[src/rtl/avg_result_fifo.sv]
// Result FIFO that sits behind the 12-sample sliding-window averager.
// The averager cannot be stalled. Results that arrive while the FIFO is full are
// dropped, counted in a saturating counter, and flagged with a sticky overflow bit.
// The head entry is driven combinationally from registers and is zeroed while the
// FIFO is empty. A new entry becomes visible one cycle after it is written, so
// data never falls through from in_data to out_data in the same cycle.
module avg_result_fifo #(
    parameter int WIDTH = 16,
    parameter int DEPTH = 8,
    parameter int LW    = 4,
    parameter int CW    = 8
) (
    input  logic             clk,
    input  logic             reset,
    input  logic             in_valid,
    input  logic [WIDTH-1:0] in_data,
    input  logic             out_ready,
    input  logic             clr_ovf,
    output logic             out_valid,
    output logic [WIDTH-1:0] out_data,
    output logic [LW-1:0]    level,
    output logic             full,
    output logic             ovf,
    output logic [CW-1:0]    drop_cnt
);

    localparam int AW = $clog2(DEPTH);

    // Storage has no reset. Its contents only matter once they sit between rd_ptr and wr_ptr.
    logic [WIDTH-1:0] mem [DEPTH];

    logic [AW-1:0] wr_ptr_q, wr_ptr_d;
    logic [AW-1:0] rd_ptr_q, rd_ptr_d;
    logic [LW-1:0] level_q, level_d;
    logic          ovf_q, ovf_d;
    logic [CW-1:0] drop_cnt_q, drop_cnt_d;

    logic pop;
    logic push_ok;
    logic drop;

    assign full      = (level_q == LW'(DEPTH));
    assign out_valid = (level_q != '0);
    assign out_data  = out_valid ? mem[rd_ptr_q] : '0;
    assign level     = level_q;
    assign ovf       = ovf_q;
    assign drop_cnt  = drop_cnt_q;

    // A pop frees a slot in the same cycle, so a push into a full FIFO still succeeds when it is paired with a pop.
    assign pop     = out_valid & out_ready;
    assign push_ok = in_valid & (~full | pop);
    assign drop    = in_valid & full & ~pop;

    // Next-state logic for the pointers, the level and the drop bookkeeping.
    always_comb begin
        wr_ptr_d   = wr_ptr_q;
        rd_ptr_d   = rd_ptr_q;
        level_d    = level_q;
        ovf_d      = ovf_q;
        drop_cnt_d = drop_cnt_q;

        // DEPTH is a power of two, so the pointers wrap naturally at AW bits.
        if (push_ok) begin
            wr_ptr_d = wr_ptr_q + AW'(1);
        end
        if (pop) begin
            rd_ptr_d = rd_ptr_q + AW'(1);
        end

        unique case ({push_ok, pop})
            2'b10:   level_d = level_q + LW'(1);
            2'b01:   level_d = level_q - LW'(1);
            default: level_d = level_q;
        endcase

        // clr_ovf has priority. A drop in the same cycle as clr_ovf is not counted.
        if (clr_ovf) begin
            ovf_d      = 1'b0;
            drop_cnt_d = '0;
        end else if (drop) begin
            ovf_d = 1'b1;
            if (drop_cnt_q != '1) begin
                drop_cnt_d = drop_cnt_q + CW'(1);
            end
        end
    end

    // Control state register with asynchronous reset. Asserting reset discards all stored entries at once.
    always_ff @(posedge clk or posedge reset) begin
        if (reset) begin
            wr_ptr_q   <= '0;
            rd_ptr_q   <= '0;
            level_q    <= '0;
            ovf_q      <= 1'b0;
            drop_cnt_q <= '0;
        end else begin
            wr_ptr_q   <= wr_ptr_d;
            rd_ptr_q   <= rd_ptr_d;
            level_q    <= level_d;
            ovf_q      <= ovf_d;
            drop_cnt_q <= drop_cnt_d;
        end
    end

    // Memory write port. Only accepted pushes write, so in_data is ignored when it is not being pushed.
    always_ff @(posedge clk) begin
        if (push_ok) begin
            mem[wr_ptr_q] <= in_data;
        end
    end

endmodule

[config.mk]
export PLATFORM = sky130hd
export DESIGN_NAME = avg_result_fifo
export DESIGN_NICKNAME = d
export VERILOG_FILES = /design/src/rtl/avg_result_fifo.sv
export SDC_FILE = /design/constraint.sdc
export NUM_CORES = 1
export LEC_CHECK = 0
export CORE_ASPECT_RATIO = 1.1
export CORE_MARGIN = 2
export CORE_UTILIZATION = 53
export CTS_CLUSTER_DIAMETER = 60
export DETAILED_ROUTE_END_ITERATION = 16
export GPL_TIMING_DRIVEN = 0
export PLACE_DENSITY = 0.74
export SYNTH_ARGS = -nofsm -noshare
export SYNTH_HDL_FRONTEND = slang
export SYNTH_SLANG_ARGS = --single-unit
[constraint.sdc]
create_clock -name clk -period 3.59 [get_ports clk]
set_input_delay 1.077 -clock clk [delete_from_list [all_inputs] [get_ports clk]]
set_output_delay 1.077 -clock clk [all_outputs]
set_load 0.005 [all_outputs]
# Yosys cells after proc, flatten, opt, wreduce, memory -nomap -nowiden
# Memory sizes are Yosys's and may differ from the RTL's.
# Index checks and enable logic that the tools add are counted.
[totals]
wordCells = 36
n_memories = 1
out_inout_bits = 31
in_bits = 21
ff_bits = 19
ram_bits = 128
[memory_table]
columns = ["name", "depth", "word_bits", "read_ports", "rd_ports_with_merged_regs", "wr", "line_no", "source"]
rows = [
  ["mem", 8, 16, 1, 0, 1, "30", "logic [WIDTH-1:0] mem [DEPTH];"],
]
[classes]
mux = 9
reduce_logical = 5
addsub = 5
n_eq_ne = 4
n_bitwise = 7
[ops]
columns = ["cell", "n"]
rows = [
  ["two-way mux 8 bit", 3],
  ["two-way mux 16 bit", 1],
  ["adder 8 x 1 -> 8 bit (second input constant)", 1],
  ["!= test 8 bit (second input constant)", 1],
  ["case mux 4 bit (2 select lines)", 1],
  ["adder 3 x 1 -> 3 bit (second input constant)", 2],
  ["nonzero test 2 bit", 3],
  ["adder 4 x 1 -> 4 bit (second input constant)", 1],
  ["bitwise AND 1 bit", 4],
  ["== test 4 bit (second input constant)", 1],
  ["two-way mux 1 bit", 4],
  ["nonzero test 4 bit", 1],
  ["subtractor 4 x 1 -> 4 bit (second input constant)", 1],
  ["== test 2 x 1 -> 1 bit (second input constant)", 1],
  ["== test 2 bit (second input constant)", 1],
  ["NOT 1 bit", 2],
  ["AND reduction 2 bit", 1],
  ["bitwise OR 1 bit", 1],
]

# Longest topological paths before layout
# Gate-level depths: netlist (run 1).
[logic_depth]
ltp_word = 6
ltp_mapped = 8
mapped_depth_nobuf = 7

# Least setup slack after synthesis (run 1)
# OpenSTA, ideal clock, no wires.
[synth_path]
path_kind = "input port to flip-flop"
from = "in out_ready"
to = "mem mem[0][0] (enable)"
stages = 4
n_path_buf = 1
setup_time_ns = 0.409
arrival_ns = 2.798
slack_ns = 0.382
required_time_ns = 3.181
cell_sequence = "clkbuf_1 o21a_1 nand2b_1 nor3_1"
[synth_via]
elab_chain_len = 5
[synth_lines]
columns = ["item", "line_no", "source"]
rows = [
  ["from (decl)", "17", "input logic out_ready,"],
  ["bitwise AND 1 bit", "50", "assign pop = out_valid & out_ready;"],
  ["bitwise OR 1 bit", "51", "assign push_ok = in_valid & (~full | pop);"],
  ["bitwise AND 1 bit", "51", ""],
  ["two-way mux 1 bit", "107", "if (push_ok) begin"],
  ["two-way mux 1 bit (implied by the code)", "108", "mem[wr_ptr_q] <= in_data;"],
  ["to (decl)", "30", ""],
]
# Every way passes these cells.

# Final worst setup path (run 1)
[layout_path]
from = "reg rd_ptr_q[0]"
to = "out out_data[11]"
[layout_via]
elab_chain_len = 2
[layout_lines]
columns = ["item", "line_no", "source"]
rows = [
  ["from (decl)", "33", "logic [AW-1:0] rd_ptr_q, rd_ptr_d;"],
  ["from (signal assigned)", "98", "rd_ptr_q <= rd_ptr_d;"],
  ["memory (8 x 16 bit)", "-", ""],
  ["two-way mux 16 bit", "44", "assign out_data = out_valid ? mem[rd_ptr_q] : '0;"],
  ["to (decl)", "20", "output logic [WIDTH-1:0] out_data,"],
]
# Every way passes these cells.

==> flow_metrics.tcl, run 1 <==
set metrics [dict create \
    grt_use_total_pct 21.3 \
    regArea_um2 4320 \
    cts.path.max_buffers 2 \
    netlist.area_leader.share_pct 63.9 \
    powerDensity_nw_per_um2 803 \
    grt_pass1_vias 3394 \
    drt-wirelength-per-cell_um 20.5 \
    wl_met2_um 6140 \
    ys_ff_latch 147 \
    grt_pass1_wl_um 18800 \
    drt-initial-drc-count 301 \
    drt_pass1_iterations 4 \
    pwr-share-clk_pct 31.8 \
    min_from "ovf$_DFFE_PP0P_" \
    grt_max_degree 20 \
    tritoncts "yes" \
    power_uw 6060 \
    relSlewSlack_pct 51.8 \
    met1_length_um 4840 \
    synth_top_area_cell "edfxtp_1" \
    arrival_ns 2.40 \
    path_max_fanout 10 \
    tightest_slew_ns 0.722 \
    place_congestion 0.867 \
    synthTopCellsByCount "edfxtp_1, mux4_2, nor2_1" \
    hold_class "flip-flop to flip-flop" \
    syn_to_final_growth_pct 25.6 \
    drive_above_1_share_pct 24.1 \
    path_clk_slew_ns 0.06 \
    cpPeakStageDelay_ns 0.51 \
    maxSlewViolCount 0 \
    antenna_found_initial 0 \
    finalSetupTns_ns 0 \
    worstSkewPairLatency_ns 0.43 \
    route.met3.wl_um 693 \
    postLayoutCoreUtil_pct 68.6 \
    final_antenna_net_count 0 \
    crit_buf_inv 2 \
    synth_edf_count 128 \
    cts_buffers 17 \
    synth_cells 337 \
    p_seq_share_pct 36.8 \
    multi_input_area_um2 1630 \
    htree_levels 4 \
    synth_area_leaders "edfxtp_1, mux4_2, dfrtp_1" \
    drc 0 \
    p_int_uw 4360 \
    p_leak_uw 0.00262 \
    synth_nets 362 \
    fin_skew_ns 0.0180 \
    cts.sinks 147 \
    fin_crit_ns 3.47 \
    num_io_pins 52 \
    synth_cell_types 43 \
    min_path_cells 2 \
    cap_violations 0 \
    rr_endpoint "level[1]$_DFFE_PP0P_" \
    dp_hpwl_um 7570 \
    io_buffers 51 \
    preCtsSetupSlack_ns -0.209 \
    async_flop_share_pct 12.9 \
    setup_slack_ns 0.117 \
    vias 3333 \
    r2r_slack_ns 1.30 \
    start_util_pct 54.6 \
    worstPathRequired_ns 2.51 \
    critPathTopFamily "multiplexers" \
    worst_hold_path.endpoint "ovf$_DFFE_PP0P_" \
    via_per_inst 5.80 \
    ys_warn_count 0 \
    syn-cell-area_um2 6010 \
    swShare_pct 28.0 \
    switching_power_uw 1700 \
    die-area_um2 12200 \
    worstReg2RegStart "level[2]$_DFFE_PP0P_" \
    outcome "complete, no violations" \
    synthFlopType "edfxtp_1" \
    dr.max_layer_used "met4" \
    die_y_um 116 \
    rsz0062_at_grt "no" \
    nets 440 \
    endpoint_kind "primary output" \
    rows 40 \
    yosysSeqAreaShare_pct 71.8 \
    die_w_um 106 \
    syn_area_per_cell_um2 17.8 \
    fin_crit_sh_pct 96.7 \
    antennaDiodeCount 0 \
    critical-path-slowest-cell "mux4_2" \
    start_kind "flip-flop" \
    setup_viol 0 \
    cp_cell_sequence "buf_6 > mux4_2 > mux2i_1 > nor2_1 > clkdlybuf4s50_1" \
    grt.overflow.total 0 \
    drt-total-wl_um 11800 \
    vdd_ir_drop_max_mv 0.480 \
    n_fill_cell 729 \
    core_area_um2 11000 \
    root_buffer "clkbuf_16" \
    ctsHoldBuffers 0 \
    synthMostInstantiatedCell "edfxtp_1" \
    worst-r2r-cell-count 8 \
    combPwrFrac_pct 31.5 \
    final_hold_viol_count 0 \
    critPathKind "flip-flop to primary output" \
    fmax_mhz 288 \
]
through the flow:
stage / std cells / instance area [um^2] / hold WS (ns)
floorplan: 337 / 6010 / 0.487
global placement: 535 / 6710 / 0.482
detailed placement: 545 / 6860 / 0.502
CTS: 576 / 7550 / 0.515
global route: 575 / 7550 / 0.576
finish: 575 / 7550 / 0.507
cell type report:
class,count,share of cell area (%)
sequential,147,57.2
multi-input combinational,169,21.6
tap,147,2.44
buffer,15,1.38
timing repair buffer,62,8.55
inverter,3,0.166
clock inverter,15,3.03
clock buffer,17,5.63
cells in the final DEF (no fill, tap or decap), drive strengths merged, types with 3 or more instances in the layout:
master | Yosys | final
nor2 | 32 | 32
dfrtp | 19 | 19
mux2i | 18 | 18
o21ai | 4 | 4
clkinv | 1 | 4
a21oi | 7 | 7
clkinvlp | 0 | 4
nand2 | 14 | 14
and3 | 4 | 4
edfxtp | 128 | 128
xnor2 | 4 | 4
nor3 | 7 | 7
mux2 | 3 | 3
nand3 | 5 | 5
inv | 2 | 5
bufinv | 0 | 5
clkbuf | 11 | 26
ha | 4 | 4
nand2b | 8 | 8
mux4 | 32 | 32
clkdlybuf4s50 | 0 | 51
buf | 7 | 17
o31ai | 3 | 3
worst register-to-register path: cells and delay by family, from the launching register on:
kind	cells	cell delay [ns]
AOI/OAI and AO/OA	3	0.67
adders and majority gates	1	0.31
buffers and inverters	2	0.47
DFF	1	0.39
and+or+nand+nor	2	0.33
registers in the layout (all words and copies together), names as in the netlist:
| signal | count |
|---|---|
| mem | 128 |
| drop_cnt | 8 |
| rd_ptr_q | 3 |
| wr_ptr_q | 3 |
| level | 4 |
| ovf | 1 |
repair_timing:
| action | CTS | global route |
|---|---|---|
| setup endpoints to repair | 17 | 13 |
| pin swaps | 1 | 0 |
| resized for setup | 13 | 5 |
| buffers inserted | 1 | 0 |
| gates cloned | 0 | 0 |
routing by layer:
layer	track usage, %	vias up
li1	-	1488
met2	36.2	110
met4	7.37	0
met3	5.74	11
met5	0	-
met1	26.9	1724
how the worst max path moves through the flow:
stage	depth (start not counted)	start	slack (ns)	to
3_5_place_dp	5	level[2]$_DFFE_PP0P_	-0.21	out_data[5]
4_1_cts	5	rd_ptr_q[0]$_DFFE_PP0N_	0.03	out_data[10]
5_1_grt	5	rd_ptr_q[0]$_DFFE_PP0N_	0.02	out_data[12]
2_1_floorplan	4	out_ready	0.38	mem[0][0]$_DFFE_PP_
6_report	5	rd_ptr_q[0]$_DFFE_PP0N_	0.12	out_data[11]
3_3_place_gp	5	out_ready	-1.32	mem[0][1]$_DFFE_PP_
logic make-up (layout without fill, tap and decap cells):
logic type,count (synthesis),after routing,synth area share [%]
AO/OA/AOI/OAI,25,25,2.66
AND/OR/NAND/NOR,82,82,6.81
XOR/XNOR,5,5,0.728
multiplexers,53,53,15.5
adder cells (fa/ha/maj),4,4,0.832
flip-flops,147,147,71.8
buffers and inverters,21,112,1.58
power groups by stage:
stage | registers (uW) | clock network [uW] | logic (uW)
after floorplan | 2190 | 0 | 1130
after global placement | 2200 | 0 | 1820
after detailed placement | 2210 | 0 | 1920
after CTS | 2220 | 1940 | 1930
after global routing | 2260 | 2020 | 2060
final | 2230 | 1930 | 1910
No activity file was read; power rests on OpenSTA's default activity.
==> inputs of run 2 (changes only) <==
--- a/config.mk
+++ b/config.mk
@@ -11,6 +11,7 @@
 export CTS_CLUSTER_DIAMETER = 60
 export DETAILED_ROUTE_END_ITERATION = 16
 export GPL_TIMING_DRIVEN = 0
+export HOLD_SLACK_MARGIN = 0.08
 export PLACE_DENSITY = 0.74
 export SYNTH_ARGS = -nofsm -noshare
 export SYNTH_HDL_FRONTEND = slang
==> results of run 2 <==
The final DEF is identical to that of run 1; final timing and power are the same.
